`config.mk`:
```
export PLATFORM = sky130hd
export DESIGN_NAME = mult_div_unit_flat
export DESIGN_NICKNAME = d
export VERILOG_FILES = /design/src/rtl/mult_div_unit_if.sv /design/src/rtl/mult_div_unit.sv /design/src/flat_wrapper.sv
export SDC_FILE = /design/constraint.sdc
export NUM_CORES = 1
export LEC_CHECK = 0
export BUFFER_PORTS_ARGS = -buffer_cell sky130_fd_sc_hd__buf_2
export CAP_MARGIN = 20
export CORE_MARGIN = 4
export CORE_UTILIZATION = 40
export DETAILED_ROUTE_END_ITERATION = 8
export GPL_TIMING_DRIVEN = 1
export PLACE_DENSITY_LB_ADDON = 0.1
export SLEW_MARGIN = 25
export SYNTH_ARGS = -nofsm -noshare
export SYNTH_HDL_FRONTEND = slang
export SYNTH_SLANG_ARGS = --single-unit
```
`constraint.sdc`:
```
create_clock -name clock -period 3.8 [get_ports clock]
set_input_delay 0.38 -clock clock [delete_from_list [all_inputs] [get_ports clock]]
set_output_delay 0.38 -clock clock [all_outputs]
set_load 0.005 [all_outputs]
```
`src/rtl/mult_div_unit_if.sv`:
```
// Handshake and result bundle between the decode/register-file stage and the multiply/divide unit.
// state_dbg mirrors the unit's FSM state for observation only.
interface mult_div_unit_if #(parameter int N = 32);
  logic         start;
  logic [1:0]   op;
  logic [N-1:0] inA;
  logic [N-1:0] inB;
  logic         hi_wen;
  logic         lo_wen;
  logic [N-1:0] wd;
  logic         busy;
  logic         done;
  logic         div_by_zero;
  logic [N-1:0] hi;
  logic [N-1:0] lo;
  logic [1:0]   state_dbg;

  // start is sampled only while busy is low; done pulses for exactly one cycle
  // and a new start may be presented in that same cycle.
  modport slave (
    input  start, op, inA, inB, hi_wen, lo_wen, wd,
    output busy, done, div_by_zero, hi, lo, state_dbg
  );

  modport master (
    output start, op, inA, inB, hi_wen, lo_wen, wd,
    input  busy, done, div_by_zero, hi, lo, state_dbg
  );
endinterface

```
`src/rtl/mult_div_unit.sv`:
```
// Iterative MIPS multiply/divide unit owning HI/LO: shift-add multiply, restoring divide, N+1 clock latency.
// Define MDU_SIGNED_EN to make op[0] select signed mult/div; otherwise every operation is unsigned.
module mult_div_unit #(
  parameter int N = 32
) (
  input  logic                  clock,
  input  logic                  reset,
  mult_div_unit_if.slave        bus
);

  typedef enum logic [1:0] {IDLE = 2'd0, CALC = 2'd1, FIX = 2'd2} state_t;

  localparam int              CW   = $clog2(N);
  localparam logic [CW-1:0]   LAST = CW'(N - 1);

  state_t         state_q, state_d;
  logic [CW-1:0]  cnt_q, cnt_d;
  logic [2*N-1:0] acc_q, acc_d;
  logic [N-1:0]   opnd_q, opnd_d;
  logic           is_div_q, is_div_d;
  logic           zero_div_q, zero_div_d;
  logic           neg_res_q, neg_res_d;
  logic           neg_rem_q, neg_rem_d;
  logic [N-1:0]   hi_q, hi_d;
  logic [N-1:0]   lo_q, lo_d;
  logic           done_q, done_d;
  logic           dbz_q, dbz_d;

  logic           signed_op;
  logic           a_neg, b_neg;
  logic [N-1:0]   a_mag, b_mag;
  logic [N:0]     mul_sum;
  logic [N:0]     div_shift;
  logic           div_ge;
  logic [N-1:0]   div_rem;
  logic [2*N-1:0] prod_fix;
  logic [N-1:0]   quo_fix, rem_fix;

`ifdef MDU_SIGNED_EN
  assign signed_op = bus.op[0];
`else
  assign signed_op = 1'b0;
`endif

  assign a_neg = signed_op & bus.inA[N-1];
  assign b_neg = signed_op & bus.inB[N-1];
  assign a_mag = a_neg ? -bus.inA : bus.inA;
  assign b_mag = b_neg ? -bus.inB : bus.inB;

  // Multiply: acc = {partial product, remaining multiplier bits}, shifted right each step.
  assign mul_sum = {1'b0, acc_q[2*N-1:N]} + {1'b0, (acc_q[0] ? opnd_q : {N{1'b0}})};

  // Divide: acc = {partial remainder, dividend bits shifting out / quotient bits shifting in}.
  assign div_shift = {acc_q[2*N-1:N], acc_q[N-1]};
  assign div_ge    = (div_shift >= {1'b0, opnd_q});
  assign div_rem   = div_ge ? N'(div_shift - {1'b0, opnd_q}) : div_shift[N-1:0];

  assign prod_fix = neg_res_q ? -acc_q : acc_q;
  assign quo_fix  = neg_res_q ? -acc_q[N-1:0] : acc_q[N-1:0];
  assign rem_fix  = neg_rem_q ? -acc_q[2*N-1:N] : acc_q[2*N-1:N];

  always_comb begin
    state_d    = state_q;
    cnt_d      = cnt_q;
    acc_d      = acc_q;
    opnd_d     = opnd_q;
    is_div_d   = is_div_q;
    zero_div_d = zero_div_q;
    neg_res_d  = neg_res_q;
    neg_rem_d  = neg_rem_q;
    hi_d       = hi_q;
    lo_d       = lo_q;
    done_d     = 1'b0;
    dbz_d      = 1'b0;
    case (state_q)
      IDLE: begin
        if (bus.start) begin
          is_div_d   = bus.op[1];
          zero_div_d = bus.op[1] && (bus.inB == {N{1'b0}});
          neg_res_d  = a_neg ^ b_neg;
          neg_rem_d  = bus.op[1] & a_neg;
          cnt_d      = {CW{1'b0}};
          if (bus.op[1]) begin
            acc_d  = {{N{1'b0}}, a_mag};
            opnd_d = b_mag;
          end else begin
            acc_d  = {{N{1'b0}}, b_mag};
            opnd_d = a_mag;
          end
          state_d = zero_div_d ? FIX : CALC;
        end else begin
          // mthi/mtlo only land when no operation is being launched.
          if (bus.hi_wen) hi_d = bus.wd;
          if (bus.lo_wen) lo_d = bus.wd;
        end
      end
      CALC: begin
        cnt_d = cnt_q + CW'(1);
        if (is_div_q) acc_d = {div_rem, acc_q[N-2:0], div_ge};
        else          acc_d = {mul_sum, acc_q[N-1:1]};
        if (cnt_q == LAST) state_d = FIX;
      end
      FIX: begin
        done_d  = 1'b1;
        state_d = IDLE;
        if (zero_div_q) begin
          dbz_d = 1'b1;
        end else if (is_div_q) begin
          hi_d = rem_fix;
          lo_d = quo_fix;
        end else begin
          hi_d = prod_fix[2*N-1:N];
          lo_d = prod_fix[N-1:0];
        end
      end
      default: state_d = IDLE;
    endcase
  end

  always_ff @(posedge clock or negedge reset) begin
    if (!reset) begin
      state_q    <= IDLE;
      cnt_q      <= {CW{1'b0}};
      acc_q      <= {(2*N){1'b0}};
      opnd_q     <= {N{1'b0}};
      is_div_q   <= 1'b0;
      zero_div_q <= 1'b0;
      neg_res_q  <= 1'b0;
      neg_rem_q  <= 1'b0;
      hi_q       <= {N{1'b0}};
      lo_q       <= {N{1'b0}};
      done_q     <= 1'b0;
      dbz_q      <= 1'b0;
    end else begin
      state_q    <= state_d;
      cnt_q      <= cnt_d;
      acc_q      <= acc_d;
      opnd_q     <= opnd_d;
      is_div_q   <= is_div_d;
      zero_div_q <= zero_div_d;
      neg_res_q  <= neg_res_d;
      neg_rem_q  <= neg_rem_d;
      hi_q       <= hi_d;
      lo_q       <= lo_d;
      done_q     <= done_d;
      dbz_q      <= dbz_d;
    end
  end

  assign bus.busy        = (state_q != IDLE);
  assign bus.done        = done_q;
  assign bus.div_by_zero = dbz_q;
  assign bus.hi          = hi_q;
  assign bus.lo          = lo_q;
  assign bus.state_dbg   = state_q;

endmodule

```
`src/flat_wrapper.sv`:
```
// flat-port wrapper written by rule: the top's interface ports become plain ports
module mult_div_unit_flat 
#(
  parameter int N = 32
)
  (clock, reset, bus_start, bus_op, bus_inA, bus_inB, bus_hi_wen, bus_lo_wen, bus_wd, bus_busy, bus_done, bus_div_by_zero, bus_hi, bus_lo, bus_state_dbg);
  mult_div_unit_if #(.N(N)) bus_i ();
  input  logic clock;
  input  logic reset;
  input wire logic [$bits(bus_i.start)-1:0] bus_start;
  input wire logic [$bits(bus_i.op)-1:0] bus_op;
  input wire logic [$bits(bus_i.inA)-1:0] bus_inA;
  input wire logic [$bits(bus_i.inB)-1:0] bus_inB;
  input wire logic [$bits(bus_i.hi_wen)-1:0] bus_hi_wen;
  input wire logic [$bits(bus_i.lo_wen)-1:0] bus_lo_wen;
  input wire logic [$bits(bus_i.wd)-1:0] bus_wd;
  output wire logic [$bits(bus_i.busy)-1:0] bus_busy;
  output wire logic [$bits(bus_i.done)-1:0] bus_done;
  output wire logic [$bits(bus_i.div_by_zero)-1:0] bus_div_by_zero;
  output wire logic [$bits(bus_i.hi)-1:0] bus_hi;
  output wire logic [$bits(bus_i.lo)-1:0] bus_lo;
  output wire logic [$bits(bus_i.state_dbg)-1:0] bus_state_dbg;
  assign bus_i.start = bus_start;
  assign bus_i.op = bus_op;
  assign bus_i.inA = bus_inA;
  assign bus_i.inB = bus_inB;
  assign bus_i.hi_wen = bus_hi_wen;
  assign bus_i.lo_wen = bus_lo_wen;
  assign bus_i.wd = bus_wd;
  assign bus_busy = bus_i.busy;
  assign bus_done = bus_i.done;
  assign bus_div_by_zero = bus_i.div_by_zero;
  assign bus_hi = bus_i.hi;
  assign bus_lo = bus_i.lo;
  assign bus_state_dbg = bus_i.state_dbg;
  mult_div_unit #(.N(N)) u_core (.clock(clock), .reset(reset), .bus(bus_i));
endmodule
```
==> impl_metrics.toml <==
[outcome]
status = "finished with violations"
violations = "hold timing"

[critical_path]
crit_arrival_ns = 3.91
cp.required_ns = 4.16
start_kind = "register"
endpoint_kind = "register"
path_class = "register to register"
crit_path_max_fanout = 16

[detailed_routing]
drc_errors = 0
wl_per_cell_microns = 19.68
vias = 11156
ant_nets = 0
wl_microns = 39610
first_pass_iters = 7
via_per_inst = 5.542
first_iter_violations = 713

[sta]
min_period_ns = 3.552
holdWs_ns = -0.01616
max_freq_ghz = 0.2815
fin_crit_sh = 0.9347
worst_slew_pin_slew_ns = 0.8159
hold_viol = 3
rsz0062_at_grt = "no"
tns_ns = 0
clock-skew-final_ns = 0.008978
drv_slew = 0
timing.slew.headroom = 0.4561
setup_viol = 0

[power]
p_per_area_nw_per_um2 = 920.6
combPwrFrac = 0.585
swShare = 0.4807
leakage_nw = 6.559
vdd_drop_max_mv = 0.4780
seq_power_share = 0.283
switching_power_mw = 6.304
clockPowerShare = 0.132
p_int_mw = 6.809

[die]
die_h_microns = 183.7
start_util = 0.4046
die-area_sq_um = 33730
dieWidth_microns = 183.7
core_region_area_sq_um = 30510
ios = 172
fp-row-count = 64

[global_routing]
track_usage = 0.2342
grt_pass1_vias = 10903
overflow = 0
grt_max_degree = 85
grt_pass1_wl_microns = 62470
antenna_found_initial = 12

[clock_tree]
clockBufferDepth = 2
htreeDepth = 4
postCtsSetupBuffers = 0
hold_buffers = 0
numCtsBuffers = 17
clk_latency_ns = 0.44
cts_tree = "done"
cts_resized = 0
clock_sinks = 171
root_buffer = "clkbuf_16"
path_clk_slew_ns = 0.07

[final_layout]
fin_util = 0.4668
final_nets = 1772
area_delta_synth_final_pct = 15.38
mostFrequentLayoutCells = "a21oi_1 (254), nor2_1 (170), dfrtp_1 (170)"
drive_above_1_share = 0.1829
layout_commonest_cell = "a21oi_1"

[synth]
synth_fp_nets = 1635
syn-cell-area_sq_um = 12340
async_flop_share = 1.000
synth-edff-count = 0
ys_warn_count = 0
synth_flop_cell = "dfrtp_1"
ys_ff_latch = 171
synth_seq_area_share = 0.3466
ys_types = 78
syn_inst = 1464
synth.avg_cell_area_sq_um = 8.432

[placement]
io_buffers = 170
place_hpwl_microns = 30440
place_congestion = 0.8981

[run]
drv_cap = 0

[worst_hold_path]
hold_path.class = "primary input to async pin"
[cell families after synthesis]
group	Yosys count	share of synthesized area
compound gates	479	0.2343
simple gates	457	0.1795
flops	171	0.3466
buf+inv	129	0.04105
mux	114	0.09568
fa+ha+maj	68	0.07014
xor+xnor	46	0.03264
[metal layers]
layer | vias up | track usage | share of wire
met4 | 16 | 0.04887 | 0.014
met1 | 5254 | 0.3570 | 0.50
met5 | - | 0 | 0.0020
met2 | 299 | 0.3433 | 0.42
met3 | 51 | 0.04848 | 0.058
li1 | 5536 | - | -
[cell usage after synthesis (all sizes together) (12+ instances only)]
library cell    n  area (sq um)
mux2           32         360.4
nor3           15         75.07
mux2i          82         820.8
o211ai         12         103.9
nand3          25         137.6
clkbuf         65         244.0
nand2b         12         75.07
inv            48         180.2
nor2b          40         250.2
xor2           18         157.7
nor2          171         649.4
a21oi         257          1290
dfrtp         171          4279
buf            16         82.58
xnor2          28         245.2
and2           37         231.5
ha             66         825.8
a21o           22         166.4
nand2          96         370.4
a22oi          12         90.09
o21ai          93         465.4
[area by class of cell]
class                   instances  area (sq um)
clock inverters                12         113.9
fillers                      3048         16270
repair buffers                199          1102
inverters                      48         180.2
multi-input cells            1164          7607
well taps                     396         495.5
clock buffers                  19         452.9
flip-flops and latches        171          4280
diodes                          4         10.01
[path summary, 6_finish.rpt]
kind                                             startpoint                            end  slack (ns)  depth (start not counted)
worst min register to register  u_core.cnt_q[3]$_DFFE_PN0P_    u_core.cnt_q[3]$_DFFE_PN0P_        0.50                          1
worst max register to register  u_core.acc_q[0]$_DFFE_PN0P_   u_core.acc_q[63]$_DFFE_PN0P_        0.25                         14
min in group clock                              bus_inA[14]  u_core.opnd_q[14]$_DFFE_PN0P_        0.25                          3
worst min-delay path                                  reset   u_core.acc_q[63]$_DFFE_PN0P_       -0.02                          1
max in group asynchronous                             reset   u_core.opnd_q[4]$_DFFE_PN0P_        2.93                          2
worst max-delay path            u_core.acc_q[0]$_DFFE_PN0P_   u_core.acc_q[63]$_DFFE_PN0P_        0.25                         14
[critical path: stages (launching register included)]
cell and delay (ns):
dfrtp_1 0.66, and2_1 0.21, ha_1 0.16, inv_1 0.06, fa_1 0.38, nand2b_1 0.20, a21oi_1 0.36, o41ai_4 0.14
nor3b_1 0.23, buf_4 0.16, o211a_1 0.19, o21ai_1 0.14, a311oi_1 0.33, o21ai_0 0.12, o21ai_1 0.14
[power groups by stage]
stage               registers (mW)  logic [mW]  clock network, mW
detailed placement            3.71        7.61                  0
finish                        3.72        7.67               1.73
global route                  3.82        8.64               1.85
floorplan                     3.27        5.66                  0
global placement              3.72        7.53                  0
CTS                           3.69        7.67               1.77
[state kept, by name, summed over array words and instances, names as in the netlist]
register	flops
u_core.acc_q	64
u_core.bus.div_by_zero	1
u_core.bus.done	1
u_core.bus.hi	32
u_core.bus.lo	32
u_core.bus.state_dbg	2
u_core.cnt_q	5
u_core.is_div_q	1
u_core.opnd_q	32
u_core.zero_div_q	1
[through the flow]
stage               instances  worst slack, ns  cell area [sq um]  power, mW
floorplan                1464           0.8748              12340      8.930
global placement         1978           0.3859              13670      11.25
detailed placement       1978           0.2891              13670      11.32
CTS                      2009           0.2376              14230      13.14
global route             2013          0.03163              14240      14.31
finish                   2013           0.2481              14240      13.11
No activity file was read; power rests on OpenSTA's default activity.
